--- src/rtl/semaforo_pkg.sv ---
// Shared types and constants for the semaforo intersection controller.
// Phase states, lamp encodings and a width helper for the phase timer.
package semaforo_pkg;

  typedef enum logic [2:0] {
    ST_ALL_RED_A   = 3'd0,
    ST_MAIN_GREEN  = 3'd1,
    ST_MAIN_YELLOW = 3'd2,
    ST_ALL_RED_B   = 3'd3,
    ST_SIDE_GREEN  = 3'd4,
    ST_SIDE_YELLOW = 3'd5,
    ST_MANUAL      = 3'd6
  } sem_state_t;

  typedef logic [2:0] lamp_t;

  localparam lamp_t LAMP_RED    = 3'b100;
  localparam lamp_t LAMP_YELLOW = 3'b010;
  localparam lamp_t LAMP_GREEN  = 3'b001;
  localparam lamp_t LAMP_OFF    = 3'b000;

  function automatic int unsigned max_of5(input int unsigned a, input int unsigned b,
                                          input int unsigned c, input int unsigned d,
                                          input int unsigned e);
    int unsigned m;
    m = a;
    if (b > m) m = b;
    if (c > m) m = c;
    if (d > m) m = d;
    if (e > m) m = e;
    return m;
  endfunction

endpackage

--- src/rtl/semaforo_phase_timer.sv ---
// Loadable phase down-counter; saturates at zero so an open-ended phase
// (main green waiting for a request) can sit at zero without wrapping.
module semaforo_phase_timer #(
  parameter int unsigned      W       = 4,
  parameter logic [W-1:0]     RST_VAL = '0
) (
  input  logic         clk,
  input  logic         rst,
  input  logic         load,
  input  logic [W-1:0] load_val,
  output logic         zero
);

  logic [W-1:0] count;

  always_ff @(posedge clk or posedge rst) begin
    if (rst)                count <= RST_VAL;
    else if (load)          count <= load_val;
    else if (count != '0)   count <= count - W'(1);
  end

  assign zero = (count == '0);

endmodule

--- src/rtl/semaforo_intersection_ctrl.sv ---
// Two-way intersection phase sequencer with manual flashing override.
// Pedestrian request/walk logic is built only when SEMAFORO_PED_WALK_EN is defined.
module semaforo_intersection_ctrl
  import semaforo_pkg::*;
#(
  parameter int unsigned MIN_GREEN  = 8,
  parameter int unsigned SIDE_GREEN = 6,
  parameter int unsigned YELLOW     = 3,
  parameter int unsigned ALL_RED    = 2,
  parameter int unsigned FLASH      = 4
) (
  input  logic  clk,
  input  logic  rst,
  input  logic  side_req,
  input  logic  ped_req,
  input  logic  manual_en,
  output lamp_t main_lamp,
  output lamp_t side_lamp,
  output logic  ped_walk,
  output logic  ped_ack
);

  localparam int unsigned CW = $clog2(max_of5(MIN_GREEN, SIDE_GREEN, YELLOW, ALL_RED, FLASH)) + 1;

  localparam logic [CW-1:0] LD_MIN_GREEN  = CW'(MIN_GREEN - 1);
  localparam logic [CW-1:0] LD_SIDE_GREEN = CW'(SIDE_GREEN - 1);
  localparam logic [CW-1:0] LD_YELLOW     = CW'(YELLOW - 1);
  localparam logic [CW-1:0] LD_ALL_RED    = CW'(ALL_RED - 1);
  localparam logic [CW-1:0] LD_FLASH      = CW'(FLASH - 1);

  sem_state_t    state, state_next;
  logic          flash_red, flash_red_next;
  logic          tmr_load, tmr_zero;
  logic [CW-1:0] tmr_val;
  logic          req_any;

  semaforo_phase_timer #(
    .W       (CW),
    .RST_VAL (LD_ALL_RED)
  ) u_timer (
    .clk      (clk),
    .rst      (rst),
    .load     (tmr_load),
    .load_val (tmr_val),
    .zero     (tmr_zero)
  );

  always_ff @(posedge clk or posedge rst) begin
    if (rst) begin
      state     <= ST_ALL_RED_A;
      flash_red <= 1'b0;
    end else begin
      state     <= state_next;
      flash_red <= flash_red_next;
    end
  end

  // Every exit loads the next phase's duration in the same cycle, so the
  // counter never needs to wrap.
  always_comb begin
    state_next     = state;
    tmr_load       = 1'b0;
    tmr_val        = LD_ALL_RED;
    flash_red_next = flash_red;
    if (manual_en) begin
      if (state != ST_MANUAL) begin
        state_next     = ST_MANUAL;
        tmr_load       = 1'b1;
        tmr_val        = LD_FLASH;
        flash_red_next = 1'b0;
      end else if (tmr_zero) begin
        tmr_load       = 1'b1;
        tmr_val        = LD_FLASH;
        flash_red_next = ~flash_red;
      end
    end else begin
      case (state)
        ST_ALL_RED_A: if (tmr_zero) begin
          state_next = ST_MAIN_GREEN;
          tmr_load   = 1'b1;
          tmr_val    = LD_MIN_GREEN;
        end
        ST_MAIN_GREEN: if (tmr_zero && req_any) begin
          state_next = ST_MAIN_YELLOW;
          tmr_load   = 1'b1;
          tmr_val    = LD_YELLOW;
        end
        ST_MAIN_YELLOW: if (tmr_zero) begin
          state_next = ST_ALL_RED_B;
          tmr_load   = 1'b1;
          tmr_val    = LD_ALL_RED;
        end
        ST_ALL_RED_B: if (tmr_zero) begin
          state_next = ST_SIDE_GREEN;
          tmr_load   = 1'b1;
          tmr_val    = LD_SIDE_GREEN;
        end
        ST_SIDE_GREEN: if (tmr_zero) begin
          state_next = ST_SIDE_YELLOW;
          tmr_load   = 1'b1;
          tmr_val    = LD_YELLOW;
        end
        ST_SIDE_YELLOW: if (tmr_zero) begin
          state_next = ST_ALL_RED_A;
          tmr_load   = 1'b1;
          tmr_val    = LD_ALL_RED;
        end
        ST_MANUAL: begin
          state_next = ST_ALL_RED_A;
          tmr_load   = 1'b1;
          tmr_val    = LD_ALL_RED;
        end
        default: begin
          state_next = ST_ALL_RED_A;
          tmr_load   = 1'b1;
          tmr_val    = LD_ALL_RED;
        end
      endcase
    end
  end

  always_comb begin
    main_lamp = LAMP_RED;
    side_lamp = LAMP_RED;
    case (state)
      ST_MAIN_GREEN:  main_lamp = LAMP_GREEN;
      ST_MAIN_YELLOW: main_lamp = LAMP_YELLOW;
      ST_SIDE_GREEN:  side_lamp = LAMP_GREEN;
      ST_SIDE_YELLOW: side_lamp = LAMP_YELLOW;
      ST_MANUAL: begin
        main_lamp = flash_red ? LAMP_RED : LAMP_YELLOW;
        side_lamp = flash_red ? LAMP_RED : LAMP_YELLOW;
      end
      default: begin
        main_lamp = LAMP_RED;
        side_lamp = LAMP_RED;
      end
    endcase
  end

`ifdef SEMAFORO_PED_WALK_EN
  logic ped_pending, ped_ack_q;
  logic sg_entry, pending_eff, ped_accept;

  // Entry to side green clears pending before a same-cycle request is
  // evaluated, so that request is accepted and earns one more side cycle.
  assign sg_entry    = (state_next == ST_SIDE_GREEN) && (state != ST_SIDE_GREEN);
  assign pending_eff = ped_pending && !sg_entry;
  assign ped_accept  = ped_req && !pending_eff && !manual_en && (state != ST_MANUAL);

  always_ff @(posedge clk or posedge rst) begin
    if (rst) begin
      ped_pending <= 1'b0;
      ped_ack_q   <= 1'b0;
    end else begin
      ped_ack_q <= ped_accept;
      if (manual_en || state == ST_MANUAL) ped_pending <= 1'b0;
      else                                 ped_pending <= pending_eff || ped_accept;
    end
  end

  assign req_any  = side_req || ped_pending;
  assign ped_walk = (state == ST_SIDE_GREEN);
  assign ped_ack  = ped_ack_q;
`else
  logic unused_ped_req;
  assign unused_ped_req = ped_req;
  assign req_any        = side_req;
  assign ped_walk       = 1'b0;
  assign ped_ack        = 1'b0;
`endif

endmodule
--- config.mk ---
export PLATFORM = sky130hd
export DESIGN_NAME = semaforo_intersection_ctrl
export DESIGN_NICKNAME = d
export VERILOG_FILES = /design/src/rtl/semaforo_pkg.sv /design/src/rtl/semaforo_phase_timer.sv /design/src/rtl/semaforo_intersection_ctrl.sv
export SDC_FILE = /design/constraint.sdc
export NUM_CORES = 1
export LEC_CHECK = 0
export BUFFER_PORTS_ARGS = -buffer_cell sky130_fd_sc_hd__buf_2
export CAP_MARGIN = 40
export CORE_MARGIN = 4
export CORE_UTILIZATION = 45
export CTS_BUF_LIST = sky130_fd_sc_hd__clkbuf_8
export DETAILED_ROUTE_END_ITERATION = 10
export PLACE_DENSITY = 0.72
export SKIP_LAST_GASP = 1
export SLEW_MARGIN = 10
export SYNTH_ARGS = -nofsm -noshare
export SYNTH_HDL_FRONTEND = slang
export SYNTH_SLANG_ARGS = --single-unit
--- constraint.sdc ---
create_clock -name clk -period 1.56 [get_ports clk]
set_input_delay 0 -clock clk [delete_from_list [all_inputs] [get_ports clk]]
set_output_delay 0 -clock clk [all_outputs]
set_load 0.05 [all_outputs]
==> metrics.yaml <==
setup_path:
  critPathMaxFanout: 4
  cp_num_buf_inv: 1
  cp-start-kind: "register"
  slowest_stage: "dfstp_2"
  crit_path_end_kind: "register"
  path_delay_family: "flip-flops"
  worst_path_largest_cell_delay_ns: 0.53
  cp.arrival_ns: 1.69
  cp_cell_sequence: "inv_2 -> ha_4 -> or3b_4 -> a21oi_2 -> o31ai_2 -> a31oi_1"
  crit_type: "reg2reg"
  required_ns: 1.66
layout:
  synthToLayoutAreaGrowth_pct: 32.5
  final_cell_mix: "nor2_1 (12), buf_4 (9), buf_2 (8)"
  diodes: 0
  final_cell_count_no_fill: 110
  layout-drive-gt1-share_pct: 38.9
  layout.filler_cells: 113
  mostFrequentLayoutCell: "nor2_1"
  final_nets: 102
  fin_util_pct: 62.8
  finalInstanceArea_um2: 817
clock_network:
  postCtsSetupBuffers: 0
  path_clk_slew_ns: 0.05
  cts_buffers: 3
  cts.sinks: 8
  cts_tree: "yes"
  htree_levels: 1
  cts_buffer_depth: 2
  cts_root_buf: "clkbuf_8"
  clk_latency_ns: 0.24
detailed_routing:
  drtIter0Drc: 16
  drc_errors: 0
  wl_per_cell_um: 13.1
  route.met2.wl_um: 675
  firstDrtPassIters: 4
  antenna_left: 0
  top_layer: "met4"
  wl_um: 1450
  vias_per_cell: 5.71
  wl_met3_um: 82
  drt-met1-wl_um: 660
  vias: 628
sta:
  fin_ws_ns: -0.0278
  rsz0062_at_grt: "true"
  setup_viol: 1
  fin_worst_skew_ns: 0.00697
  maxClockFrequency_mhz: 630
  final_hold_viol_count: 0
  final_max_slew_viol_count: 0
  fin_crit_ns: 1.59
  period_share_pct: 102
placement:
  placed_cells: 105
  dpl_cell_area_um2: 732
  dp_hpwl_um: 1080
  place_congestion: 0.856
  port_buffers: 9
min_path:
  hold_path.class: "in2reg"
global_routing:
  grt_use_total_pct: 16.9
  grt_first_pass_wirelength_um: 2490
  grt_pass1_vias: 572
  gr-total-overflow: 0
  antenna_found_initial: 0
  grt_max_degree: 12
synth:
  yosysSeqAreaShare_pct: 32.7
  ys.warnings.count: 0
  syn_avg_cell_area_um2: 8.01
  ys_ff_latch: 8
  netlist_area_um2: 617
  ys_types: 31
  netlist_instances: 77
pwr:
  p_sw_w: 0.000394
  share_comb_of_total_power_pct: 42.0
  seq_power_share_pct: 30.9
  power_w: 0.000986
  ir_drop_mv: 0.730
  power.density_nw_per_um2: 1210
  leakage_nw: 0.364
  switching_share_pct: 40.0
  clock_power_share_pct: 27.1
  p_int_w: 0.000592
die:
  start_util_pct: 47.4
  fp.dieArea_um2: 2030
  rows: 13
  die_x_um: 45.0
  boundaryPins: 13
  core_area_um2: 1300
  die_h_um: 45.0
outcome:
  status: "finished, violations left"
  violations: "setup timing"
run:
  cap_violations: 0
worst register-to-register path, stage by stage, from the launching register on:
cell and delay [ns]:
dfstp_2 0.53, inv_2 0.05, ha_4 0.15, or3b_4 0.25
a21oi_2 0.04, o31ai_2 0.31, a31oi_1 0.13
per-stage QoR:
step           setup TNS, ns  setup slack [ns]  hold WS [ns]
6_report             -0.0278           -0.0278        0.0825
5_1_grt              -0.0640           -0.0529         0.102
4_1_cts             -0.00361          -0.00361        0.0784
3_5_place_dp          -0.163           -0.0837       -0.0302
3_3_place_gp         -0.0740           -0.0576       -0.0304
2_1_floorplan              0            0.0125        -0.185
cells by family (layout without fill, tap and decap cells):
family / Yosys count / in the layout / synth area share (%)
xor+xnor: 2 / 2 / 2.84
buf+inv: 11 / 28 / 8.72
flops: 8 / 8 / 32.7
compound gates: 22 / 22 / 24.3
simple gates: 32 / 32 / 28.8
other cells: 1 / 2 / 0.608
fa+ha+maj: 1 / 1 / 2.03
cells in the mapped netlist:
cell type | instances | share of area [%]
a211o_1 | 1 | 1.4
and4_2 | 1 | 1.6
o31ai_1 | 1 | 1.2
nor3b_4 | 1 | 3.0
dfstp_2 | 1 | 4.3
nor3_1 | 5 | 4.1
nand2b_1 | 2 | 2.0
nor2b_1 | 2 | 2.0
and3_1 | 1 | 1.0
or3b_4 | 1 | 1.8
buf_2 | 4 | 3.2
o21ai_0 | 5 | 4.1
and2_1 | 1 | 1.0
o32ai_1 | 1 | 1.4
a211oi_1 | 1 | 1.2
and4b_1 | 1 | 1.6
ha_1 | 1 | 2.0
a32oi_1 | 2 | 2.8
buf_4 | 2 | 2.4
a31oi_1 | 1 | 1.0
xnor2_1 | 2 | 2.8
nor2_1 | 13 | 7.9
nand2_1 | 3 | 1.8
a21oi_1 | 6 | 4.9
o21bai_1 | 2 | 2.4
a2111oi_2 | 1 | 2.4
a21oi_2 | 1 | 1.4
dfrtp_1 | 7 | 28
inv_1 | 5 | 3.0
nand3_1 | 1 | 0.81
conb_1 | 1 | 0.61
power by group through the flow:
stage / registers, W / clock network [W] / logic [W]
3_5_place_dp: 0.000302 / 0 / 0.000384
3_3_place_gp: 0.000301 / 0 / 0.000383
5_1_grt: 0.000312 / 0.000288 / 0.000451
4_1_cts: 0.000300 / 0.000270 / 0.000392
6_report: 0.000304 / 0.000267 / 0.000414
2_1_floorplan: 0.000288 / 0 / 0.000287
cell type report:
| class | instances | area [um^2] | share of cell area [%] |
|---|---|---|---|
| clock buffers | 3 | 41.3 | 5.05 |
| clock inverters | 1 | 3.75 | 0.459 |
| inverters | 5 | 18.8 | 2.30 |
| multi-input cells | 59 | 405 | 49.6 |
| flip-flops and latches | 8 | 204 | 25.0 |
| well taps | 15 | 18.8 | 2.30 |
| repair buffers | 19 | 125 | 15.3 |
state kept, by name, indices dropped and copies added (netlist names):
register	flops
state	3
flash_red	1
u_timer.count	4
final timing paths:
check,start,to,slack [ns],depth (start not counted)
min in group asynchronous,rst,u_timer.count[1]$_DFFE_PP0P_,0.26,3
hold reg to reg,state[0]$_DFFE_PP0P_,state[0]$_DFFE_PP0P_,0.57,1
hold / removal,manual_en,state[0]$_DFFE_PP0P_,0.08,2
max in group asynchronous,rst,u_timer.count[0]$_DFFE_PP1P_,1.00,3
setup reg to reg,u_timer.count[0]$_DFFE_PP1P_,u_timer.count[1]$_DFFE_PP0P_,-0.03,6
setup / recovery,u_timer.count[0]$_DFFE_PP1P_,u_timer.count[1]$_DFFE_PP0P_,-0.03,6
what timing repair did:
action,in CTS,in global routing
hold buffers,1,0
gates resized for setup,2,8
hold endpoints to repair,7,0
setup endpoints to repair,3,9
pin swaps,0,3
layer usage:
layer | track usage, % | vias to the layer above
met5 | 0 | -
met4 | 10.5 | 0
met3 | 2.39 | 2
met2 | 24.6 | 25
met1 | 23.4 | 296
li1 | - | 305
No activity file was read; power rests on OpenSTA's default activity.
